File: config.mk
export PLATFORM = sky130hd
export DESIGN_NAME = mem_refill_arbiter
export DESIGN_NICKNAME = d
export VERILOG_FILES = /design/src/rtl/mem_refill_arbiter.sv
export SDC_FILE = /design/constraint.sdc
export NUM_CORES = 1
export LEC_CHECK = 0
export CORE_AREA = 8 8 279 281
export CTS_CLUSTER_SIZE = 40
export DETAILED_ROUTE_END_ITERATION = 8
export DIE_AREA = 0 0 287 289
export HOLD_SLACK_MARGIN = 0.02
export SLEW_MARGIN = 5
export SYNTH_ARGS = -nofsm -noshare
export SYNTH_HDL_FRONTEND = slang
export SYNTH_SLANG_ARGS = --single-unit
File: constraint.sdc
create_clock -name clk -period 2.06 [get_ports clk]
set_input_delay 0.412 -clock clk [delete_from_list [all_inputs] [get_ports clk]]
set_output_delay 0.412 -clock clk [all_outputs]
set_load 0.005 [all_outputs]
File: src/rtl/mem_refill_arbiter.sv
// mem_refill_arbiter
// Shares the single line-granular main-memory port between icache refills and
// dcache refills/writebacks. One transaction is in flight at a time: an address
// phase followed by BEATS data beats.
// Build option: define MEM_ARB_ROUND_ROBIN_EN to alternate the grant between
// simultaneous requesters; when undefined the dcache always wins a tie.
module mem_refill_arbiter #(
  parameter int unsigned ADDR_W = 28,
  parameter int unsigned DATA_W = 128,
  parameter int unsigned BEATS  = 4
) (
  input  logic              clk,
  input  logic              reset,

  input  logic              ic_req_valid,
  input  logic [ADDR_W-1:0] ic_req_addr,
  output logic              ic_req_ready,
  output logic              ic_resp_valid,
  output logic [DATA_W-1:0] ic_resp_data,

  input  logic              dc_req_valid,
  input  logic              dc_req_rw,
  input  logic [ADDR_W-1:0] dc_req_addr,
  output logic              dc_req_ready,
  input  logic              dc_wdata_valid,
  input  logic [DATA_W-1:0] dc_wdata,
  output logic              dc_wdata_ready,
  output logic              dc_resp_valid,
  output logic [DATA_W-1:0] dc_resp_data,

  output logic              mem_req_valid,
  input  logic              mem_req_ready,
  output logic              mem_req_rw,
  output logic [ADDR_W-1:0] mem_req_addr,
  output logic              mem_wdata_valid,
  input  logic              mem_wdata_ready,
  output logic [DATA_W-1:0] mem_wdata,
  input  logic              mem_resp_valid,
  input  logic [DATA_W-1:0] mem_resp_data,

  output logic              busy
);

  localparam int unsigned      CNT_W     = $clog2(BEATS);
  localparam logic [CNT_W-1:0] LAST_BEAT = CNT_W'(BEATS - 1);

  // Owner encoding: dcache is the reset / tie-break default.
  localparam logic OWN_DC = 1'b0;
  localparam logic OWN_IC = 1'b1;

  typedef enum logic [1:0] {
    IDLE  = 2'd0,
    ISSUE = 2'd1,
    WDATA = 2'd2,
    RDATA = 2'd3
  } state_t;

  state_t            state_q, state_d;
  logic [CNT_W-1:0]  beat_cnt_q, beat_cnt_d;
  logic              owner_q, owner_d;
  logic              mem_req_valid_q, mem_req_valid_d;
  logic              mem_req_rw_q, mem_req_rw_d;
  logic [ADDR_W-1:0] mem_req_addr_q, mem_req_addr_d;
  logic              busy_q, busy_d;
  logic              grant_ic;

`ifdef MEM_ARB_ROUND_ROBIN_EN
  logic              last_grant_q, last_grant_d;
`endif

  // Pick the winner among requests present in IDLE
  always_comb begin
    grant_ic = 1'b0;
    if (ic_req_valid && !dc_req_valid) begin
      grant_ic = 1'b1;
    end
`ifdef MEM_ARB_ROUND_ROBIN_EN
    else if (ic_req_valid && dc_req_valid) begin
      // On a tie the requester that did not win last time goes first.
      grant_ic = (last_grant_q == OWN_DC);
    end
`endif
  end

  // Next state, latched request fields and combinational beat routing
  always_comb begin
    state_d         = state_q;
    beat_cnt_d      = beat_cnt_q;
    owner_d         = owner_q;
    mem_req_rw_d    = mem_req_rw_q;
    mem_req_addr_d  = mem_req_addr_q;
`ifdef MEM_ARB_ROUND_ROBIN_EN
    last_grant_d    = last_grant_q;
`endif
    ic_req_ready    = 1'b0;
    dc_req_ready    = 1'b0;
    ic_resp_valid   = 1'b0;
    ic_resp_data    = '0;
    dc_resp_valid   = 1'b0;
    dc_resp_data    = '0;
    dc_wdata_ready  = 1'b0;
    mem_wdata_valid = 1'b0;
    mem_wdata       = '0;

    unique case (state_q)
      IDLE: begin
        if (ic_req_valid || dc_req_valid) begin
          owner_d        = grant_ic ? OWN_IC : OWN_DC;
          mem_req_rw_d   = grant_ic ? 1'b0 : dc_req_rw;
          mem_req_addr_d = grant_ic ? ic_req_addr : dc_req_addr;
`ifdef MEM_ARB_ROUND_ROBIN_EN
          last_grant_d   = grant_ic ? OWN_IC : OWN_DC;
`endif
          state_d        = ISSUE;
        end
      end

      ISSUE: begin
        if (mem_req_ready) begin
          ic_req_ready = (owner_q == OWN_IC);
          dc_req_ready = (owner_q == OWN_DC);
          state_d      = mem_req_rw_q ? WDATA : RDATA;
        end
      end

      WDATA: begin
        // Writeback beats only ever come from the dcache.
        mem_wdata_valid = dc_wdata_valid;
        mem_wdata       = dc_wdata;
        dc_wdata_ready  = mem_wdata_ready;
        if (dc_wdata_valid && mem_wdata_ready) begin
          if (beat_cnt_q == LAST_BEAT) begin
            beat_cnt_d = '0;
            state_d    = IDLE;
          end else begin
            beat_cnt_d = beat_cnt_q + CNT_W'(1);
          end
        end
      end

      RDATA: begin
        if (owner_q == OWN_IC) begin
          ic_resp_valid = mem_resp_valid;
          ic_resp_data  = mem_resp_data;
        end else begin
          dc_resp_valid = mem_resp_valid;
          dc_resp_data  = mem_resp_data;
        end
        if (mem_resp_valid) begin
          if (beat_cnt_q == LAST_BEAT) begin
            beat_cnt_d = '0;
            state_d    = IDLE;
          end else begin
            beat_cnt_d = beat_cnt_q + CNT_W'(1);
          end
        end
      end

      default: begin
        state_d = IDLE;
      end
    endcase

    // Address phase and busy are registered views of the next state.
    mem_req_valid_d = (state_d == ISSUE);
    busy_d          = (state_d != IDLE);
  end

  // State and registered-output flops; reset aborts any transaction in flight
  always_ff @(posedge clk or posedge reset) begin
    if (reset) begin
      state_q         <= IDLE;
      beat_cnt_q      <= '0;
      owner_q         <= OWN_DC;
      mem_req_valid_q <= 1'b0;
      mem_req_rw_q    <= 1'b0;
      mem_req_addr_q  <= '0;
      busy_q          <= 1'b0;
    end else begin
      state_q         <= state_d;
      beat_cnt_q      <= beat_cnt_d;
      owner_q         <= owner_d;
      mem_req_valid_q <= mem_req_valid_d;
      mem_req_rw_q    <= mem_req_rw_d;
      mem_req_addr_q  <= mem_req_addr_d;
      busy_q          <= busy_d;
    end
  end

`ifdef MEM_ARB_ROUND_ROBIN_EN
  // Remember who won the most recent grant
  always_ff @(posedge clk or posedge reset) begin
    if (reset) begin
      last_grant_q <= OWN_DC;
    end else begin
      last_grant_q <= last_grant_d;
    end
  end
`endif

  assign mem_req_valid = mem_req_valid_q;
  assign mem_req_rw    = mem_req_rw_q;
  assign mem_req_addr  = mem_req_addr_q;
  assign busy          = busy_q;

endmodule
## Word level (Yosys, flattened, before mapping)

Index checks and enable logic that the tools add are counted.

- Add/subtract/negate cells: 1
- Eq/ne operators: 7
- Mux-type cells: 30
- Bitwise gates (word level): 1
- Reductions and logical operators: 9

Operator list:

| cell | count |
|---|---|
| 128-bit two-way mux | 5 |
| 28-bit two-way mux | 1 |
| 2-bit two-way mux | 8 |
| 1-bit two-way mux | 14 |
| 2-bit one-hot mux with 4 select lines | 1 |
| 2-bit equality test (second input constant) | 3 |
| 2-bit by 1-bit equality test with 1-bit output (second input constant) | 2 |
| 2-bit inequality test (second input constant) | 2 |
| 2-bit one-hot mux with 2 select lines | 1 |
| 2-bit nonzero test | 2 |
| 3-bit AND reduction | 1 |
| 2-bit by 1-bit adder with 2-bit output (second input constant) | 1 |
| 1-bit logical AND | 2 |
| 2-bit logical NOT | 1 |
| 2-bit AND reduction | 1 |
| 1-bit logical NOT | 1 |
| 1-bit logical OR | 1 |
| 1-bit inverter | 1 |

- Bits in registers: 36
- Bits of input ports: 321
- Output and inout bits: 421
- Logic and storage cells: 55

## Logic depth before layout (Yosys ltp)

- Word-level depth: 5
- Gate-level depth with buffers: 5
- Mapped depth without buffers: 4

## Worst setup path after synthesis

No wires, ideal clock.

- Path type: register to output
- Start: register state_q[0]
- End: output port ic_resp_data[100]
- Arrival time: 1.228 ns
- Data required time: 1.648 ns
- Path slack: 0.420 ns
- Cell stages (with the launch flop): 6
- Buffers on the path: 3
- Path through: dfrtp_1 > buf_2 > and3_1 > buf_2 > clkbuf_1 > and2_1

- Longest elaborated chain between the ends: 2

Ends and longest elaborated chain:

| element | line | RTL |
|---|---|---|
| start: declaration | 58 | `state_t state_q, state_d;` |
| start signal: assignment | 180 | `state_q <= state_d;` |
| 2-bit equality test | 105 | `unique case (state_q)` |
| 128-bit two-way mux | 105 |  |
| end: declaration | 19 | `output logic [DATA_W-1:0] ic_resp_data,` |

Every way passes these cells.

## Final worst setup path

- Start: register state_q[0]
- End: output port mem_wdata[82]

- Longest elaborated chain between the ends: 2

Ends and longest elaborated chain:

| element | line | RTL |
|---|---|---|
| 2-bit equality test | 105 |  |
| 128-bit two-way mux | 105 |  |
| end: declaration | 37 | `output logic [DATA_W-1:0] mem_wdata,` |

Every way passes these cells.

==> out/qor.txt <==
outcome - complete, but fails checks
failing checks - setup timing
clock sink count - 36
total power - 14.4 mW
fin cells - 2385
RSZ-0062 raised after global routing - true
Clock Latency Late Sink - 0.29 ns
Avg WL per Cell - 26.6 um
Die Height - 289 um
maximum vdd ir drop - 0.000487 V
Reg clk slew, reported paths - 0.06 ns
relative slew slack - 68.3%
vias in the first global route - 7620
FMAX - 0.416 GHz
Placed Cells - 2287
Cell Rows - 100
hold buffer count at cts - 0
initial antenna violation count - 55
min cycle time layout - 2.41 ns
reg2reg start - state_q[1]
CP Max Fanout - 13
power per cell area - 975 nW/um2
clock buffer depth - 2
share of cells above drive strength 1 - 34.0%
Core ar. - 73600 um2
startpoint types - flop
Initial Utilization - 6.20%
CTS Buf Count - 5
Post-Synthesis Cells - 565
drt total wl - 63300 um
Min-Delay Path Class - reg2reg
Final ANT Viol Nets - 0
Syn. warnings - 0
DR DRC count - 0
largest net degree at the start of global routing - 49
Reg2Reg Setup Slack - 0.26 ns
root buf cell - clkbuf_16
DIE WIDTH - 287 um
Total GRT Usage - 12.9%
r2r endpoint - mem_req_addr[19]
Final nets - 1717
hold endpoint - mem_req_addr[18]
maxcap violations - 0
global-route wire length before repair - 72200 um
H-tree levels - 2
Setup-failing EPs final - 219
CP Capture Type - output port
Tightest Pin Transition - 0.475 ns
DIE AREA - 82900 um2
final core utilization - 20.0%
WS Path Type - reg2out
#FFs+latches synth - 36
hold path cells - 1
final slew viol count - 0
Avg Inst Size Synth - 8.07 um2
sequential area share after synthesis - 19.7%
final hold violations - 0
routability cong. - 0.816
crit path DAT - 1.99 ns
DRT iter0 DRCs - 248
area delta synth->final - 223%
total grt overflow - 0
Cell variety after synth - 26
leakage dissipation - 7.59 nW
synthesized area - 4560 um2
syn_nets - 887
Reg2Reg Depth - 6
DR vias - 7453
required time of the critical path - 1.65 ns
final setup TNS - -35.86 ns
Setup Skew - 0.00905 ns
Fin Hold WS - 0.506 ns
hold_sp - mem_req_addr[18]
drt via density - 3.12
post-route clock period utilization - 117%
filler cell count - 8202
IO buf count - 741
I/O pins - 742
final setup margin - -0.347 ns
drt pass-1 iters - 5
Detail Placement HPWL - 53200 um
CTS tree - built
-- critical path, stage by stage, from the launching register on --
cell	delay, ns
dfrtp_1	0.40
and2b_4	0.31
buf_12	0.16
clkbuf_16	0.18
and2_1	0.13
clkdlybuf4s50_1	0.52
-- routing by layer --
metal | global-route usage [%] | share of wire, %
met3 | 8.18 | 14
met1 | 15.3 | 41
met2 | 20.1 | 44
met4 | 1.67 | 1.3
met5 | 0 | 0.36
-- cells by family (layout without fill, tap and decap cells) --
kind of cell             count (synthesis)  count (layout)  synth area share [%]
multiplexers                            58              58                  17.6
other                                    0              20                     0
flip-flops                              36              36                  19.7
AO/OA/AOI/OAI                           11              11                  1.45
buffers and inverters                   53             884                  5.62
adder cells (fa/ha/maj)                  1               1                 0.274
AND/OR/NAND/NOR                        406             406                  55.3
-- Yosys cell counts --
master      n  share of area (%)
a21oi_1     3               0.33
a31o_2      1               0.19
a31oi_1     4               0.55
and2_1    388                 53
and2b_1     1               0.16
and3_1      3               0.41
buf_12      2               0.88
buf_2       8               0.88
buf_4       2               0.33
buf_6       1               0.25
clkbuf_1   37                3.0
dfrtp_1    36                 20
ha_1        1               0.27
inv_1       3               0.25
mux2_2     18                4.4
mux2_4     40                 13
nand2_1     3               0.25
nand3_1     1               0.11
nand3b_1    1               0.16
nor2_1      5               0.41
nor2b_1     1               0.14
nor2b_2     1               0.19
nor3_1      1               0.11
nor4_1      1               0.14
o21a_1      1               0.16
o21ai_0     2               0.22
-- power by group --
part | internal, mW | switching [mW]
registers | 1.06 | 0.211
logic | 7.36 | 4.85
clock network | 0.568 | 0.312
total | 9.00 | 5.37
-- layout by cell type (no fill, tap or decap), types with 4 or more instances in the layout --
cell type,netlist,layout
a31oi_1,4,4
and2_1,388,335
and2_4,0,53
buf_12,2,30
buf_16,0,4
buf_2,8,25
buf_4,2,68
buf_6,1,63
buf_8,0,11
clkbuf_16,0,18
clkbuf_2,0,111
clkdlybuf4s15_1,0,4
clkdlybuf4s15_2,0,24
clkdlybuf4s50_1,0,426
dfrtp_1,36,36
diode_2,0,20
dlygate4sd2_1,0,6
dlymetal6s2s_1,0,88
mux2_2,18,18
mux2_4,40,40
nor2_1,5,5
-- through the flow --
| stage | instance area, um2 | worst slack [ns] |
|---|---|---|
| after floorplan | 4560 | 0.420 |
| after global placement | 13600 | -0.160 |
| after detailed placement | 13600 | -0.169 |
| after CTS | 14100 | -0.417 |
| after global routing | 14700 | -0.402 |
| final | 14700 | -0.347 |
-- worst max path at each step --
| stage | cells past startpoint | slack [ns] | from | endpoint |
|---|---|---|---|---|
| floorplan | 5 | 0.42 | state_q[0] | ic_resp_data[100] |
| global placement | 5 | -0.16 | state_q[0] | mem_wdata[116] |
| detailed placement | 5 | -0.17 | owner_q | dc_resp_data[2] |
| CTS | 5 | -0.42 | state_q[0] | mem_wdata[108] |
| global route | 5 | -0.40 | state_q[0] | mem_wdata[82] |
| finish | 5 | -0.35 | state_q[0] | mem_wdata[82] |
-- timing repair --
action,in CTS,in global routing
gates resized for setup,167,607
endpoints found under the setup margin,384,385
buffers inserted,9,49
gates cloned,4,17
pin swaps,4,25
endpoints found under the hold margin,0,0
-- flip-flops by register name, summed over array words and instances, names as in the netlist --
signal,count
mem_req_addr,28
beat_cnt_q,2
state_q,2
busy,1
mem_req_rw,1
mem_req_valid,1
owner_q,1
-- final cells by class --
type	instances	area [um2]	share of cell area [%]
multi-input combinational	476	3560	24.1
timing repair buffer	873	8830	60.0
inverter	3	11.3	0.0765
antenna	20	50.0	0.340
tap	969	1210	8.23
clock buffer	5	125	0.850
clock inverter	3	42.5	0.289
sequential	36	901	6.12
(Power assumes the default switching activity.)
==> edit, RTL diff (same flow settings) <==
`mem_req_addr_q` no longer has a reset.
--- a/src/rtl/mem_refill_arbiter.sv
+++ b/src/rtl/mem_refill_arbiter.sv
@@ -175,5 +175,4 @@
       mem_req_valid_q <= 1'b0;
       mem_req_rw_q    <= 1'b0;
-      mem_req_addr_q  <= '0;
       busy_q          <= 1'b0;
     end else begin
@@ -183,7 +182,10 @@
       mem_req_valid_q <= mem_req_valid_d;
       mem_req_rw_q    <= mem_req_rw_d;
-      mem_req_addr_q  <= mem_req_addr_d;
       busy_q          <= busy_d;
     end
+  end
+
+  always_ff @(posedge clk) begin
+    mem_req_addr_q <= mem_req_addr_d;
   end
 
Formal check against the unedited RTL: not equivalent (a bounded check fails within 4 cycles, from zero or initial values and one cycle with reset high).
==> edit against the unedited design <==
- the flow still finishes with violations (negative setup slack)
- clock skew is 0.0050 ns lower
- first-iteration DRC count is 14% lower
- critical path type unchanged
- routed wire length is 3.1% lower
- sequential cell count stayed put
- final area is 1.9% lower
- power is 2.2% lower
- worst hold slack worse by 0.099 ns
- worst setup slack worse by 0.040 ns
- synthesized area is 7.1% lower
==> edit: results (changes against the unedited design) <==
Outcome
  – Outcome: finished with violations
  – Failing checks: negative setup slack

Critical path
  – Worst path arrival time: 2.03 ns (+0.04 ns)
  – Max FO, Critical Path: 12 (-1)
  – Reg2reg end: mem_req_addr[27]
  – RR Startpoint: state_q[0]
  – Worst path slowest cell: clkdlybuf4s50_1
  – Flop-to-flop setup slack: 0.29 ns (+0.03 ns)

Placed design
  – DP HPWL: 49.1 mm (-7.8%)
  – Inst Count DP: 2237 (-2.2%)

Synthesis
  – Synthesized net count: 857 (-3.4%)
  – Seq/Total Area, Yosys: 0.246 (+0.0481)
  – EDFF count, synth: 28 (+28)
  – Top_reg_cell synth: edfxtp_1
  – Ys async rst share: 0.222 (-0.778)
  – Top cells by count, synth: and2_1 (388), clkbuf_2 (32), mux2_2 (30)
  – Syn Area/Cell: 7.92 um2 (-1.9%)

Routing
  – WL/cell: 26.0 um (-2.2%)
  – Routed via count: 7229 (-3.0%)
  – DR pass1 iterations: 4 (-1)

Layout
  – Nets: 1693 (-1.4%)
  – Fillers: 8279 (+0.94%)
  – Post-Layout Cell Count: 2364 (-0.88%)
  – Design Area, Final: 14400 um2 (-1.9%)
  – Ratio of cells with drive above 1 in the final layout: 0.325 (-0.0152)

STA
  – Final setup viols: 337 (+54%)
  – Setup slack after layout: -0.386 ns (-0.0397 ns)
  – Fin Hold WS: 0.407 ns (-0.0987 ns)
  – Clock skew: 0.00409 ns (-0.00497 ns)
  – Worst-margin pin slew: 0.313 ns (-0.163 ns)

Global route
  – GRT Overall Usage: 0.129 (-0.000241)
  – Vias in the first global route: 7068 (-7.2%)
  – Largest net degree at the start of global routing: 37 (-24%)
  – First-pass GRT wire length: 71.0 mm (-1.6%)

Power
  – Leakage power: 6.90 nW (-9.1%)

Min path
  – Hold Crit Class: input port to asynchronous set/reset pin
-- edit: routing by layer --
| metal | routed length (um) | share of wire | GRT usage | vias up |
|---|---|---|---|---|
| met5 | 240 | 0.0039 | 0 | - |
| met4 | 881 | 0.014 | 0.0170 | 36 |
| met3 | 8100 | 0.13 | 0.0753 | 76 |
| met2 | 25900 | 0.42 | 0.197 | 501 |
| met1 | 26300 | 0.43 | 0.159 | 3242 |
| li1 | - | - | - | 3374 |
-- edit: repair_timing --
action	in CTS	in global routing
resized for setup	600	318
buffers inserted	28	39
setup endpoints to repair	387	386
gates cloned	17	16
pin swaps	3	3
-- edit: kinds of logic after synthesis --
logic type,synth area share
AOI/OAI and AO/OA,0.0168
muxes,0.0797
and+or+nand+nor,0.595
DFF,0.246
adders and majority gates,0.00295
buffers and inverters,0.0599
-- edit: area by class of cell --
cell class / instances / area share
Timing Repair Buffer: 876 / 0.616
Multi-Input combinational cell: 450 / 0.214
Antenna cell: 23 / 0.00399
Clock buffer: 7 / 0.00918
Sequential cell: 36 / 0.0721
Clock inverter: 1 / 0.000260
Inverter: 2 / 0.000520
Tap cell: 969 / 0.0840
-- edit: worst max-delay path, delay by kind of cell (launching register included) --
kind                   cells  cell delay, ns
and+or+nand+nor            2            0.39
DFF                        1            0.37
buffers and inverters      4            0.96
-- edit: metrics by stage --
| stage | setup WS (ns) | setup TNS [ns] | power, mW |
|---|---|---|---|
| 6_report | -0.386 | -70.70 | 14.0 |
| 5_1_grt | -0.430 | -92.38 | 14.9 |
| 4_1_cts | -0.409 | -104.27 | 13.1 |
| 3_5_place_dp | -0.186 | -17.66 | 10.1 |
| 3_3_place_gp | -0.187 | -18.94 | 10.1 |
| 2_1_floorplan | 0.187 | 0 | 3.83 |
-- edit: how the worst max path moves through the flow --
stage | startpoint | to | slack [ns] | depth (start not counted)
2_1_floorplan | state_q[0] | mem_req_addr[0] | 0.19 | 3
4_1_cts | state_q[1] | ic_resp_data[108] | -0.41 | 6
3_3_place_gp | mem_req_ready | ic_req_ready | -0.19 | 4
6_report | state_q[1] | ic_resp_data[76] | -0.39 | 6
3_5_place_dp | state_q[0] | dc_resp_data[40] | -0.19 | 6
5_1_grt | state_q[1] | ic_resp_data[60] | -0.43 | 6
-- edit: where the power goes --
| part | switching, mW | internal [mW] | leakage [nW] | total [mW] |
|---|---|---|---|---|
| Clock | 0.310 | 0.446 | 0.0657 | 0.756 |
| Combinational | 4.74 | 7.48 | 6.49 | 12.2 |
| Sequential | 0.0833 | 0.978 | 0.350 | 1.06 |
